==> src/rtl/fifo_pkg.sv <==
// Shared types, defaults and width helpers for the flagged synchronous FIFO.
package fifo_pkg;

  localparam int DEF_WIDTH = 16;
  localparam int DEF_DEPTH = 8;

  typedef struct packed {
    logic full;
    logic almost_full;
    logic empty;
    logic almost_empty;
    logic overflow;
    logic underflow;
  } fifo_status_t;

  function automatic int ptr_w(input int depth);
    return (depth > 1) ? $clog2(depth) : 1;
  endfunction

  // One extra bit over the pointer so the full-depth occupancy fits.
  function automatic int cnt_w(input int depth);
    return $clog2(depth + 1);
  endfunction

endpackage

==> src/rtl/fifo_ram.sv <==
// Simple dual-port storage: synchronous write, asynchronous read address, no reset.
module fifo_ram #(
  parameter int WIDTH = 16,
  parameter int DEPTH = 8,
  parameter int AW    = 3
) (
  input  logic             clk,
  input  logic             we_i,
  input  logic [AW-1:0]    waddr_i,
  input  logic [WIDTH-1:0] wdata_i,
  input  logic [AW-1:0]    raddr_i,
  output logic [WIDTH-1:0] rdata_o
);

  logic [WIDTH-1:0] mem_q [DEPTH];

  // Write port.
  always_ff @(posedge clk) begin
    if (we_i) begin
      mem_q[waddr_i] <= wdata_i;
    end
  end

  assign rdata_o = mem_q[raddr_i];

endmodule

==> src/rtl/sync_fifo_flags.sv <==
// Single-clock FIFO using all DEPTH entries, with threshold flags and sticky error flags.
// Define SYNC_FIFO_FWFT_EN for first-word-fall-through output; default is registered read.
module sync_fifo_flags
  import fifo_pkg::*;
#(
  parameter int WIDTH     = DEF_WIDTH,
  parameter int DEPTH     = DEF_DEPTH,
  parameter int AF_THRESH = DEPTH - 2,
  parameter int AE_THRESH = 2
) (
  input  logic                         clk,
  input  logic                         rst,
  input  logic                         wr_en,
  input  logic [WIDTH-1:0]             wr_data,
  output logic                         full,
  output logic                         almost_full,
  input  logic                         rd_en,
  output logic [WIDTH-1:0]             rd_data,
  output logic                         rd_valid,
  output logic                         empty,
  output logic                         almost_empty,
  output logic [$clog2(DEPTH+1)-1:0]   count,
  output logic                         overflow,
  output logic                         underflow,
  input  logic                         err_clr
);

  localparam int PW = ptr_w(DEPTH);
  localparam int CW = cnt_w(DEPTH);

  logic [PW-1:0]    wr_ptr_q, wr_ptr_d;
  logic [PW-1:0]    rd_ptr_q, rd_ptr_d;
  logic [CW-1:0]    count_q, count_d;
  logic             overflow_q, overflow_d;
  logic             underflow_q, underflow_d;
  logic             wr_acc_s, rd_acc_s;
  logic [WIDTH-1:0] ram_rdata_s;
  fifo_status_t     status_s;

  fifo_ram #(.WIDTH(WIDTH), .DEPTH(DEPTH), .AW(PW)) u_ram (
    .clk     (clk),
    .we_i    (wr_acc_s),
    .waddr_i (wr_ptr_q),
    .wdata_i (wr_data),
    .raddr_i (rd_ptr_q),
    .rdata_o (ram_rdata_s)
  );

  // Flags come only from registered count and error state.
  always_comb begin
    status_s              = '0;
    status_s.full         = (count_q == CW'(DEPTH));
    status_s.almost_full  = (count_q >= CW'(AF_THRESH));
    status_s.empty        = (count_q == CW'(0));
    status_s.almost_empty = (count_q <= CW'(AE_THRESH));
    status_s.overflow     = overflow_q;
    status_s.underflow    = underflow_q;
  end

  assign full         = status_s.full;
  assign almost_full  = status_s.almost_full;
  assign empty        = status_s.empty;
  assign almost_empty = status_s.almost_empty;
  assign overflow     = status_s.overflow;
  assign underflow    = status_s.underflow;
  assign count        = count_q;

  assign wr_acc_s = wr_en & ~status_s.full;
  assign rd_acc_s = rd_en & ~status_s.empty;

  // Next-state for pointers, occupancy and sticky errors; a new error beats err_clr.
  always_comb begin
    wr_ptr_d    = wr_acc_s ? (wr_ptr_q + PW'(1)) : wr_ptr_q;
    rd_ptr_d    = rd_acc_s ? (rd_ptr_q + PW'(1)) : rd_ptr_q;
    count_d     = count_q;
    case ({wr_acc_s, rd_acc_s})
      2'b10:   count_d = count_q + CW'(1);
      2'b01:   count_d = count_q - CW'(1);
      default: count_d = count_q;
    endcase
    overflow_d  = (wr_en & status_s.full)  | (overflow_q  & ~err_clr);
    underflow_d = (rd_en & status_s.empty) | (underflow_q & ~err_clr);
  end

  // Control state registers.
  always_ff @(posedge clk or posedge rst) begin
    if (rst) begin
      wr_ptr_q    <= '0;
      rd_ptr_q    <= '0;
      count_q     <= '0;
      overflow_q  <= 1'b0;
      underflow_q <= 1'b0;
    end else begin
      wr_ptr_q    <= wr_ptr_d;
      rd_ptr_q    <= rd_ptr_d;
      count_q     <= count_d;
      overflow_q  <= overflow_d;
      underflow_q <= underflow_d;
    end
  end

`ifdef SYNC_FIFO_FWFT_EN
  // Head word is shown directly; zero while empty so reset reads back as 0.
  assign rd_data  = status_s.empty ? '0 : ram_rdata_s;
  assign rd_valid = ~status_s.empty;
`else
  logic [WIDTH-1:0] rd_data_q, rd_data_d;
  logic             rd_valid_q, rd_valid_d;

  // Read data holds between accepted reads; valid is a single-cycle pulse.
  always_comb begin
    rd_data_d  = rd_acc_s ? ram_rdata_s : rd_data_q;
    rd_valid_d = rd_acc_s;
  end

  // Read output registers.
  always_ff @(posedge clk or posedge rst) begin
    if (rst) begin
      rd_data_q  <= '0;
      rd_valid_q <= 1'b0;
    end else begin
      rd_data_q  <= rd_data_d;
      rd_valid_q <= rd_valid_d;
    end
  end

  assign rd_data  = rd_data_q;
  assign rd_valid = rd_valid_q;
`endif

endmodule

==> config.mk <==
export PLATFORM = sky130hd
export DESIGN_NAME = sync_fifo_flags
export DESIGN_NICKNAME = d
export VERILOG_FILES = /design/src/rtl/fifo_pkg.sv /design/src/rtl/fifo_ram.sv /design/src/rtl/sync_fifo_flags.sv
export SDC_FILE = /design/constraint.sdc
export NUM_CORES = 1
export LEC_CHECK = 0
export ABC_CLOCK_PERIOD_IN_PS = 2550
export CAP_MARGIN = 20
export CORE_MARGIN = 5
export CORE_UTILIZATION = 54
export CTS_BUF_LIST = sky130_fd_sc_hd__clkbuf_4 sky130_fd_sc_hd__clkbuf_8
export CTS_CLUSTER_DIAMETER = 100
export DETAILED_ROUTE_END_ITERATION = 10
export GPL_ROUTABILITY_DRIVEN = 0
export PLACE_DENSITY = 0.75
export SLEW_MARGIN = 20
export SYNTH_ARGS = -nofsm -noshare
export SYNTH_HDL_FRONTEND = slang
export SYNTH_SLANG_ARGS = --single-unit
==> constraint.sdc <==
create_clock -name clk -period 2.55 [get_ports clk]
set_clock_uncertainty 0.15 [all_clocks]
set_input_delay 0.3825 -clock clk [delete_from_list [all_inputs] [get_ports clk]]
set_output_delay 0.3825 -clock clk [all_outputs]
set_load 0.05 [all_outputs]
==> impl_metrics.sql <==
INSERT INTO impl_metrics (metric_group, metric, value, unit) VALUES
('cts', 'tritoncts_num_sinks', '157', ''),
('yosys', 'synth_top_flop_cell', 'edfxtp_1', ''),
('cells_and_area', 'fin_nets', '467', ''),
('cells_and_area', 'finalNonFillerCells', '597', ''),
('yosys', 'list_of_most_frequent_post_synthesis_cells', 'edfxtp_1 (128), mux2i_1 (32), nand2_1 (32)', ''),
('worst_setup_path', 'setup.worst_path.end', 'count[2]', ''),
('pwr', 'cellPowerDensity', '1195', 'nW/um^2'),
('yosys', 'synth_xor_area_share', '1.126', '%'),
('worst_setup_path', 'r2r_setup_slack', '0.18', 'ns'),
('global_route', 'first_global_vias', '3429', ''),
('sta', 'hold_viol', '0', ''),
('global_route', 'grt_pass1_wl', '18810', 'um'),
('sta', 'rsz0062_at_grt', 'no', ''),
('routing', 'drt_drc_violations_left', '0', ''),
('yosys', 'ys_async_sr_fraction', '18.47', '%'),
('place', 'placed_cells_incl_taps', '565', ''),
('pwr', 'vdd_ir_drop_max', '1039', 'uV'),
('yosys', 'ys_seq_area_share', '73.45', '%'),
('yosys', 'count_of_unique_library_cells_instantiated_by_yosys', '31', ''),
('cts', 'tritoncts_clock_tree', 'yes', ''),
('worst_setup_path', 'worst-endpoint-required', '2.72', 'ns'),
('worst_setup_path', 'critical_path_startpoint_category', 'flip-flop', ''),
('sta', 'timing.final.crit_period', '2.367', 'ns'),
('worst_setup_path', 'critical_path.reg2reg.endpoint', 'count[2]', ''),
('worst_setup_path', 'worst-endpoint-arrival', '2.53', 'ns'),
('yosys', 'main_combinational_cell_family_by_area_after_synthesis', 'multiplexers', ''),
('routing', 'vias', '3280', ''),
('place', 'post_place_worst_slack', '0.1032', 'ns'),
('sta', 'final.period_utilization', '92.83', '%'),
('global_route', 'grt_overflow', '0', ''),
('die', 'io-pin-count', '48', ''),
('worst_setup_path', 'r2r-start', 'count[0]', ''),
('yosys', 'synthAdderAreaFrac', '1.006', '%'),
('cts', 'tritoncts.num_buffers', '17', ''),
('run_status', 'run_status', 'completed', ''),
('yosys', 'synth_area_per_cell', '16.86', 'um^2'),
('die', 'floorplan.die.height', '117.3', 'um'),
('worst_setup_path', 'timing.critical_path.to_type', 'flip-flop', ''),
('yosys', 'netlist_top_cells_area', 'edfxtp_1 (62%), dfrtp_1 (12%), mux2_2 (5.2%), mux2i_1 (5.1%), a221o_1 (2.6%)', ''),
('yosys', 'muxShareOfSynthArea', '11.12', '%'),
('worst_setup_path', 'worst_r2r_path_depth', '10', ''),
('flow_run', 'drv.max_cap_violation_count', '0', ''),
('die', 'design.die.area', '13770', 'um^2'),
('yosys', 'post-synth-top-area-fraction', '61.79', '%'),
('worst_setup_path', 'worst-path-max-fanout', '8', ''),
('global_route', 'groute.usage.overall', '17.93', '%'),
('cells_and_area', 'antennaDiodeCount', '0', ''),
('routing', 'routed_via_density', '5.494', ''),
('routing', 'drt_pre_antenna_iters', '4', ''),
('cells_and_area', 'post-route-cell-area', '7393', 'um^2'),
('cts', 'clock_path_buffers', '2', ''),
('cts', 'post-cts-setup-buffer-count', '0', ''),
('cts', 'h-tree-depth', '4', ''),
('cts', 'clk_slew_on_worst_s_h_paths', '0.08', 'ns'),
('yosys', 'synth.cell_area', '6221', 'um^2'),
('yosys', 'synth_area_leader_cell', 'edfxtp_1', ''),
('die', 'core.rowCount', '39', ''),
('pwr', 'static-leakage-power', '2.659', 'nW'),
('sta', 'max_slew_margin', '58.80', '%'),
('die', 'initial_core_util', '54.72', '%'),
('yosys', 'post_synthesis_register_bit_count', '157', ''),
('yosys', 'synth.most_common_cell', 'edfxtp_1', ''),
('routing', 'wirelength', '11740', 'um'),
('worst_setup_path', 'cp-startpoint', 'count[0]', ''),
('routing', 'detail_route.iter0.violations', '326', ''),
('cts', 'clock_insertion_delay_worst_skew', '0.44', 'ns'),
('yosys', 'synth_edf_count', '128', ''),
('place', 'dp.final_hpwl', '7212', 'um'),
('sta', 'timing.final.setup_violations', '0', ''),
('sta', 'worst-slew-pin-transition', '0.6157', 'ns'),
('sta', 'final-max-slew-violation-count', '0', '');
[stage by stage]
step                hold WS (ns)  total power, mW  util, %  TNS (ns)
CTS                       0.1837            8.934    65.01         0
global route              0.1969            9.288    65.03         0
floorplan                 0.3103            6.151        -    -1.581
finish                    0.1749            8.835    65.03         0
detailed placement        0.3239            7.142    61.55         0
global placement          0.3162            7.066    61.55         0
[layer usage]
layer | part of all wire (%) | vias up | global-route usage, %
met2 | 49 | 93 | 28.25
li1 | - | 1568 | -
met5 | 0 | - | 0
met3 | 6.3 | 14 | 5.823
met1 | 43 | 1605 | 23.55
met4 | 1.8 | 0 | 6.164
[flip-flops by register name, summed over array words and instances, names as in the netlist]
signal	flops
count	4
overflow	1
rd_data	16
rd_ptr_q	3
rd_valid	1
u_ram.mem_q	128
underflow	1
wr_ptr_q	3
[cell usage in the layout, fill, tap and decap left out, types with 2 or more instances in the layout]
| cell | count |
|---|---|
| o22ai_1 | 17 |
| clkdlybuf4s50_1 | 43 |
| buf_4 | 23 |
| buf_12 | 4 |
| o21ai_1 | 17 |
| o21ai_0 | 2 |
| nor2_1 | 3 |
| mux2i_1 | 32 |
| nor2_2 | 6 |
| mux2_1 | 4 |
| clkbuf_8 | 18 |
| clkinvlp_4 | 5 |
| mux2_2 | 29 |
| nand2b_1 | 7 |
| bufinv_16 | 2 |
| dfrtp_2 | 5 |
| dfrtp_1 | 24 |
| ha_1 | 4 |
| nor3_2 | 2 |
| inv_6 | 3 |
| edfxtp_1 | 128 |
| xor2_1 | 3 |
| clkinv_2 | 3 |
| nand2_1 | 32 |
| nor2b_1 | 2 |
| inv_1 | 3 |
| xnor2_1 | 5 |
| a221o_1 | 16 |
| inv_2 | 2 |
[what timing repair did]
item                       CTS  global route
setup endpoints to repair    1             1
resized for setup            1             1
hold buffers                 0             0
[power by group]
| part | switching (mW) | total [mW] | internal [mW] |
|---|---|---|---|
| registers | 0.337 | 3.65 | 3.32 |
| clock network | 0.896 | 1.80 | 0.908 |
| logic | 1.99 | 3.38 | 1.38 |
| total | 3.23 | 8.84 | 5.61 |
[worst min path at each step]
stage | slack [ns] | depth (start not counted) | end
2_1_floorplan | 0.31 | 1 | overflow
3_3_place_gp | 0.32 | 2 | rd_data[9]
3_5_place_dp | 0.32 | 2 | rd_data[9]
4_1_cts | 0.18 | 3 | rd_data[2]
5_1_grt | 0.20 | 3 | rd_data[14]
6_report | 0.17 | 3 | rd_data[2]
[critical path, stage by stage, from the launching register on]
cell and delay [ns]:
dfrtp_2 0.49, nor4_4 0.34, nand2b_1 0.18, inv_2 0.08, ha_4 0.18, xor2_1 0.14, ha_1 0.20, a21oi_2 0.12
xor2_1 0.16, nor2_1 0.06, xor2_1 0.14
[cell type report]
| class | instances | area (um^2) | share of cell area [%] |
|---|---|---|---|
| clock inverters | 13 | 138.9 | 1.878 |
| inverters | 5 | 18.77 | 0.2539 |
| flip-flops and latches | 157 | 4576 | 61.89 |
| well taps | 143 | 178.9 | 2.420 |
| repair buffers | 72 | 704.4 | 9.528 |
| clock buffers | 19 | 255.2 | 3.452 |
| multi-input cells | 188 | 1521 | 20.58 |
[logic make-up (layout without fill, tap and decap cells)]
| kind of cell | after synthesis | count (layout) |
|---|---|---|
| flops | 157 | 157 |
| compound gates | 55 | 55 |
| mux | 65 | 65 |
| simple gates | 55 | 55 |
| buf+inv | 24 | 109 |
| xor+xnor | 8 | 8 |
| fa+ha+maj | 5 | 5 |
Power figures use the tool's default switching activity.
